`src/rtl/pin_entry_buffer_pkg.sv`:
```
// Shared types and key/display codes for the PIN entry keypad buffer.
// A packet holds six BCD nibbles; index 0 is the newest digit.
package pin_entry_buffer_pkg;

   localparam int NUM_DIGITS = 6;

   typedef logic [NUM_DIGITS-1:0][3:0] bcdPac_t;

   localparam logic [3:0] KEY_BACK  = 4'hA;
   localparam logic [3:0] KEY_ENTER = 4'hB;
   localparam logic [3:0] BCD_DASH  = 4'hA;
   localparam logic [3:0] BCD_BLANK = 4'hB;

   localparam bcdPac_t BLANK_PAC = {NUM_DIGITS{BCD_BLANK}};

   typedef enum logic [1:0] {
      ST_IDLE  = 2'd0,
      ST_ENTRY = 2'd1,
      ST_SEND  = 2'd2
   } state_e;

   // Occupied positions become dashes; the newest may stay in clear.
   function automatic bcdPac_t mask_packet(input bcdPac_t d, input logic show0);
      bcdPac_t p;
      for (int i = 0; i < NUM_DIGITS; i++)
         p[i] = (d[i] == BCD_BLANK) ? BCD_BLANK : BCD_DASH;
      if (show0 && d[0] != BCD_BLANK) p[0] = d[0];
      return p;
   endfunction

endpackage

```
`src/rtl/pin_entry_buffer.sv`:
```
// Keypad PIN entry: six-digit shift buffer with masked display, idle
// timeout and a valid/ready handoff of the submitted PIN.
module pin_entry_buffer
   import pin_entry_buffer_pkg::*;
#(
   parameter int MIN_DIGITS     = 4,
   parameter int MASK_CYCLES    = 50_000_000,
   parameter int TIMEOUT_CYCLES = 250_000_000
) (
   input  logic       clk,
   input  logic       rst,
   input  logic       key_valid,
   input  logic [3:0] key_code,
   input  logic       pin_ready,
   output bcdPac_t    bcd_packet,
   output logic       enable_o,
   output logic       pin_valid,
   output bcdPac_t    pin_out,
   output logic [2:0] pin_len
);

   localparam int MW = $clog2(MASK_CYCLES + 1);
   localparam int TW = $clog2(TIMEOUT_CYCLES + 1);

   state_e        state_q, state_d;
   logic [2:0]    cnt_q, cnt_d;
   bcdPac_t       dig_q, dig_d;
   logic          clr_q, clr_d;
   logic [MW-1:0] mask_q, mask_d;
   logic [TW-1:0] tmo_q, tmo_d;
   bcdPac_t       pout_q, pout_d;
   logic [2:0]    plen_q, plen_d;
   bcdPac_t       bcd_q;
   logic          en_q, pv_q;
   logic          is_digit;

   assign is_digit = (key_code <= 4'd9);

   always_comb begin
      state_d = state_q;
      cnt_d   = cnt_q;
      dig_d   = dig_q;
      clr_d   = clr_q;
      mask_d  = mask_q;
      tmo_d   = tmo_q;
      pout_d  = pout_q;
      plen_d  = plen_q;
      unique case (state_q)
         ST_IDLE: begin
            if (key_valid && is_digit) begin
               dig_d    = BLANK_PAC;
               dig_d[0] = key_code;
               cnt_d    = 3'd1;
               clr_d    = 1'b1;
               mask_d   = MW'(MASK_CYCLES - 1);
               tmo_d    = '0;
               state_d  = ST_ENTRY;
            end
         end
         ST_ENTRY: begin
            // clear-text window of the newest digit runs down every cycle
            if (clr_q) begin
               if (mask_q == '0) clr_d = 1'b0;
               else              mask_d = mask_q - MW'(1);
            end
            if (key_valid) begin
               tmo_d = '0;
               if (is_digit) begin
                  if (cnt_q < 3'(NUM_DIGITS)) begin
                     dig_d  = {dig_q[NUM_DIGITS-2:0], key_code};
                     cnt_d  = cnt_q + 3'd1;
                     clr_d  = 1'b1;
                     mask_d = MW'(MASK_CYCLES - 1);
                  end
               end else if (key_code == KEY_BACK) begin
                  dig_d = {BCD_BLANK, dig_q[NUM_DIGITS-1:1]};
                  cnt_d = cnt_q - 3'd1;
                  clr_d = 1'b0;
                  if (cnt_q == 3'd1) state_d = ST_IDLE;
               end else if (key_code == KEY_ENTER) begin
                  if (cnt_q >= 3'(MIN_DIGITS)) begin
                     pout_d  = dig_q;
                     plen_d  = cnt_q;
                     clr_d   = 1'b0;
                     state_d = ST_SEND;
                  end else begin
                     state_d = ST_IDLE;
                  end
               end
            end else if (tmo_q == TW'(TIMEOUT_CYCLES - 1)) begin
               state_d = ST_IDLE;
            end else begin
               tmo_d = tmo_q + TW'(1);
            end
         end
         ST_SEND: begin
            if (pin_ready) begin
               pout_d  = BLANK_PAC;
               plen_d  = 3'd0;
               state_d = ST_IDLE;
            end
         end
         default: state_d = ST_IDLE;
      endcase
      // any path into IDLE drops the whole entry
      if (state_d == ST_IDLE) begin
         dig_d  = BLANK_PAC;
         cnt_d  = 3'd0;
         clr_d  = 1'b0;
         mask_d = '0;
         tmo_d  = '0;
      end
   end

   always_ff @(posedge clk or negedge rst) begin
      if (!rst) begin
         state_q <= ST_IDLE;
         cnt_q   <= 3'd0;
         dig_q   <= BLANK_PAC;
         clr_q   <= 1'b0;
         mask_q  <= '0;
         tmo_q   <= '0;
         pout_q  <= BLANK_PAC;
         plen_q  <= 3'd0;
         bcd_q   <= BLANK_PAC;
         en_q    <= 1'b0;
         pv_q    <= 1'b0;
      end else begin
         state_q <= state_d;
         cnt_q   <= cnt_d;
         dig_q   <= dig_d;
         clr_q   <= clr_d;
         mask_q  <= mask_d;
         tmo_q   <= tmo_d;
         pout_q  <= pout_d;
         plen_q  <= plen_d;
         bcd_q   <= mask_packet(dig_d, clr_d);
         en_q    <= (state_d != ST_IDLE);
         pv_q    <= (state_d == ST_SEND);
      end
   end

   assign bcd_packet = bcd_q;
   assign enable_o   = en_q;
   assign pin_valid  = pv_q;
   assign pin_out    = pout_q;
   assign pin_len    = plen_q;

endmodule

```
`config.mk`:
```
export PLATFORM = sky130hd
export DESIGN_NAME = pin_entry_buffer
export DESIGN_NICKNAME = d
export VERILOG_FILES = /design/src/rtl/pin_entry_buffer_pkg.sv /design/src/rtl/pin_entry_buffer.sv
export SDC_FILE = /design/constraint.sdc
export NUM_CORES = 1
export LEC_CHECK = 0
export ABC_AREA = 1
export CORE_MARGIN = 1
export CORE_UTILIZATION = 35
export CTS_BUF_LIST = sky130_fd_sc_hd__clkbuf_2 sky130_fd_sc_hd__clkbuf_4 sky130_fd_sc_hd__clkbuf_8
export DETAILED_ROUTE_END_ITERATION = 16
export HOLD_SLACK_MARGIN = 0.15
export PLACE_DENSITY_LB_ADDON = 0.1
export SLEW_MARGIN = 40
export SYNTH_ARGS = -nofsm -noshare
export SYNTH_HDL_FRONTEND = slang
export SYNTH_SLANG_ARGS = --single-unit
```
`constraint.sdc`:
```
create_clock -name clk -period 1.9 [get_ports clk]
set_input_delay 0.38 -clock clk [delete_from_list [all_inputs] [get_ports clk]]
set_output_delay 0.38 -clock clk [all_outputs]
set_load 0.01 [all_outputs]
```
==> summary.md <==
| Metric | Value |
|---|---|
| Status | `finished clean` |
| Fillcell total | `1996` |
| Die X | `around 150 um` |
| First-pass GRT wire length | `~36 mm` |
| Worst Reg-to-Reg Cells | `11` |
| R2r setup slk | `between 6 and 7 ps` |
| Area of the multi-input gates | `about 3800 sq um` |
| DR WL/cell | `between 15 and 20 um` |
| DR iter-0 viols | `341` |
| Reg-to-reg endpoint | `bcd_packet[2]` |
| Initial DRT Pass Iterations | `6` |
| Clock latency on the worst-skew pair | `about 460 ps` |
| Worst IR drop on VDD | `~560 uV` |
| Syn Area/Cell | `7.35 sq um` |
| Delay-heaviest family, CP | `simple AND/OR/NAND/NOR gates` |
| Maxcap violations | `0` |
| Ratio of cells with drive above 1 in the final layout | `roughly 30%` |
| Area grow syn2layout | `35.3%` |
| Post-DP HPWL | `16.5 mm` |
| Root Buffer | `clkbuf_8` |
| Worst-path cell chain | `ha_4 > nand4_1 > nor2_2 > nand4_1 > nand2_2 > nand3_4 > buf_12 > o21ai_2 > nand2_2 > nand2_1 > nor2_1` |
| Final Routed Wirelength | `around 22 mm` |
| Synth Register Bits | `122` |
| Worst EP required | `between 2000 and 2500 ps` |
| Final worst path period share | `between 90% and 100%` |
| Peak fanout along the critical path | `17` |
| Netlist cell types | `44` |
| Tmin final | `~1900 ps` |
| Hold crit path type | `in -> async` |
| Non-filler cells, final | `1457` |
| Number of global-route vias before repair | `7056` |
| Gate Count Post-Synth | `a little under 1000` |
| Critical path's slowest cell | `dfrtp_1` |
| Full die area | `21300 sq um` |
| Peak Freq | `0.528 GHz` |
| Post-route ant nets | `0` |
| Antenna diodes | `0` |
| CP Capture Type | `flop` |
| Clk sinks | `around 120` |
| Mapped cell area | `7240 sq um` |
| Power Density | `about 1200 nW/um^2` |
| Remaining DRCs | `0` |
| Static leakage | `4.74 nW` |
| Worst Clk Skew | `19.4 ps` |
| GRT Total Usage | `21.7%` |
| FF+latch area | `slightly above 3000 sq um` |
| CP Class | `reg -> reg` |
| Setup crit end | `bcd_packet[2]` |
| Clock buffer depth | `2` |
| Placed inst area | `between 8000 and 9000 sq um` |
| Worst path depth | `11` |
| Worst-path clk slew | `about 90 ps` |
| Most common cell after layout, fill and taps aside | `nand2_1` |
| Total gr overflow | `0` |
| H-tree depth | `4` |
| CP peak stage delay | `400 ps` |
| Worst setup SP type | `flop` |
| RR Startpoint | `tmo_q[0]` |
| Routed via count | `approximately 7000` |
| Number of CTS-inserted buffers | `17` |
| Antenna violations before repair | `0` |
| Commonest cells after routing, fill and taps aside | `nand2_1 (218), buf_4 (140), nor2_1 (112), inv_1 (105), dfrtp_1 (78)` |
| Placer Congestion | `0.901` |
| Critical Path Source | `tmo_q[0]` |
| YS warnings | `0` |
| Setup-violating endpoint count in the final report | `0` |
| Inst Count DP | `around 1400` |
| Row count | `52` |
| Final Max Tran Viols | `0` |
| Die height | `approximately 150 um` |
| I/O Pins | `61` |
| Arrival @ worst endpoint | `between 2000 and 2500 ps` |
| Initial Utilization | `a little over a third` |
| Crit path buf inv count | `1` |
| CTS tree | `done` |
| Final hold violations | `0` |
| Fin area | `about 9800 sq um` |
| Final #Nets | `around 1200` |
| IO buf count | `45` |
| Core Area | `20200 sq um` |
| RSZ-0062 raised after global routing | `yes` |
| Sequential area share after synthesis | `a little over two fifths` |
| Vias/cell | `4.85` |
| Largest net degree at the start of global routing | `44` |
sequential cells by signal, indices dropped and copies added, names as in the netlist:
name	cells
state_q	2
dig_q	24
tmo_q	28
clr_q	1
enable_o	1
pin_len	3
cnt_q	3
mask_q	26
bcd_packet	9
pin_out	24
pin_valid	1
worst min path at each step:
stage	start	end	slack, ps	cells after the start
2_1_floorplan	rst	bcd_packet[2]	80	0
4_1_cts	rst	pin_out[22]	390	2
3_3_place_gp	rst	tmo_q[10]	320	1
6_report	rst	pin_out[22]	400	2
3_5_place_dp	rst	tmo_q[10]	330	1
5_1_grt	rst	pin_out[22]	440	2
final cells by class:
cell class                      instances  share of cell area [%]
Tap cell                              270                    3.45
Clock buffer                           18                    2.53
Multi-Input combinational cell        708                    38.3
Timing Repair Buffer                  202                    17.9
Inverter                              123                    4.77
Clock inverter                         14                    1.33
Sequential cell                       122                    31.7
worst reg2reg max path: stages, from the launching register on:
cell and delay, ps:
dfrtp_1 400, ha_4 160, nand4_1 120, nor2_2 170
nand4_1 150, nand2_2 160, nand3_4 160, buf_12 200
o21ai_2 70, nand2_2 100, nand2_1 70, nor2_1 40
where the power goes:
part	switching (mW)	total [mW]	internal, mW
clock network	1.28	2.27	0.991
logic	3.17	5.48	2.31
registers	0.521	3.99	3.47
cells by family (layout without fill, tap and decap cells):
logic type	after synthesis	in the layout	share of synthesized area, %
other	2	15	0.104
AOI/OAI and AO/OA	141	141	11.6
DFF	122	122	42.9
buffers and inverters	169	357	10.2
and+or+nand+nor	524	525	31.7
adders and majority gates	5	5	0.864
xor gates and xnor gates	22	22	2.66
synthesized netlist by cell type, drive strengths merged:
| master | n | area share [%] |
|---|---|---|
| nand2 | 244 | 13 |
| nor2 | 141 | 7.7 |
| inv | 123 | 6.4 |
| dfrtp | 78 | 27 |
| nand3 | 70 | 5.0 |
| o21ai | 66 | 4.9 |
| dfstp | 44 | 16 |
| a21oi | 35 | 2.9 |
| buf | 35 | 3.2 |
| nand4 | 30 | 2.9 |
| nor3 | 25 | 1.8 |
| xor2 | 20 | 2.4 |
| a31oi | 15 | 1.3 |
| clkbuf | 11 | 0.57 |
| o211ai | 7 | 0.73 |
| o22ai | 7 | 0.60 |
| a211oi | 5 | 0.52 |
| ha | 5 | 0.86 |
| nand3b | 5 | 0.52 |
| nor4 | 5 | 0.43 |
| or2 | 4 | 0.35 |
| conb | 2 | 0.10 |
| xnor2 | 2 | 0.24 |
| a21o | 1 | 0.10 |
| a22oi | 1 | 0.10 |
| a41oi | 1 | 0.12 |
| o211a | 1 | 0.14 |
| o31ai | 1 | 0.10 |
| o41ai | 1 | 0.12 |
layer usage:
layer  GRT usage [%]  share of wire [%]  vias up
met5               0                  0        -
met4            8.26                2.5        0
met3            3.92                2.9       30
met2            36.1                 48      130
met1            28.0                 46     3360
li1                -                  -     3547
per-stage QoR:
step / hold WS (ps) / TNS [ps] / util, % / worst slack (ps) / power (mW)
final: 397 / 0 / 48.4 / 6.43 / 11.7
after global routing: 439 / -1930 / 48.4 / -137 / 12.6
after CTS: 392 / -152 / 46.3 / -22.6 / 11.3
after detailed placement: 328 / -42680 / 44.1 / -488 / 8.90
after global placement: 324 / -39260 / 44.1 / -478 / 8.89
after floorplan: 84.4 / 0 / - / 124 / 6.67
timing repair:
| action | CTS | global route |
|---|---|---|
| setup buffers | 3 | 14 |
| setup endpoints to repair | 77 | 89 |
| gates resized for setup | 43 | 99 |
| endpoints found under the hold margin | 34 | 0 |
| cloned | 1 | 1 |
| pin swaps | 3 | 22 |
| hold buffers | 1 | 0 |
(Power assumes the default switching activity.)
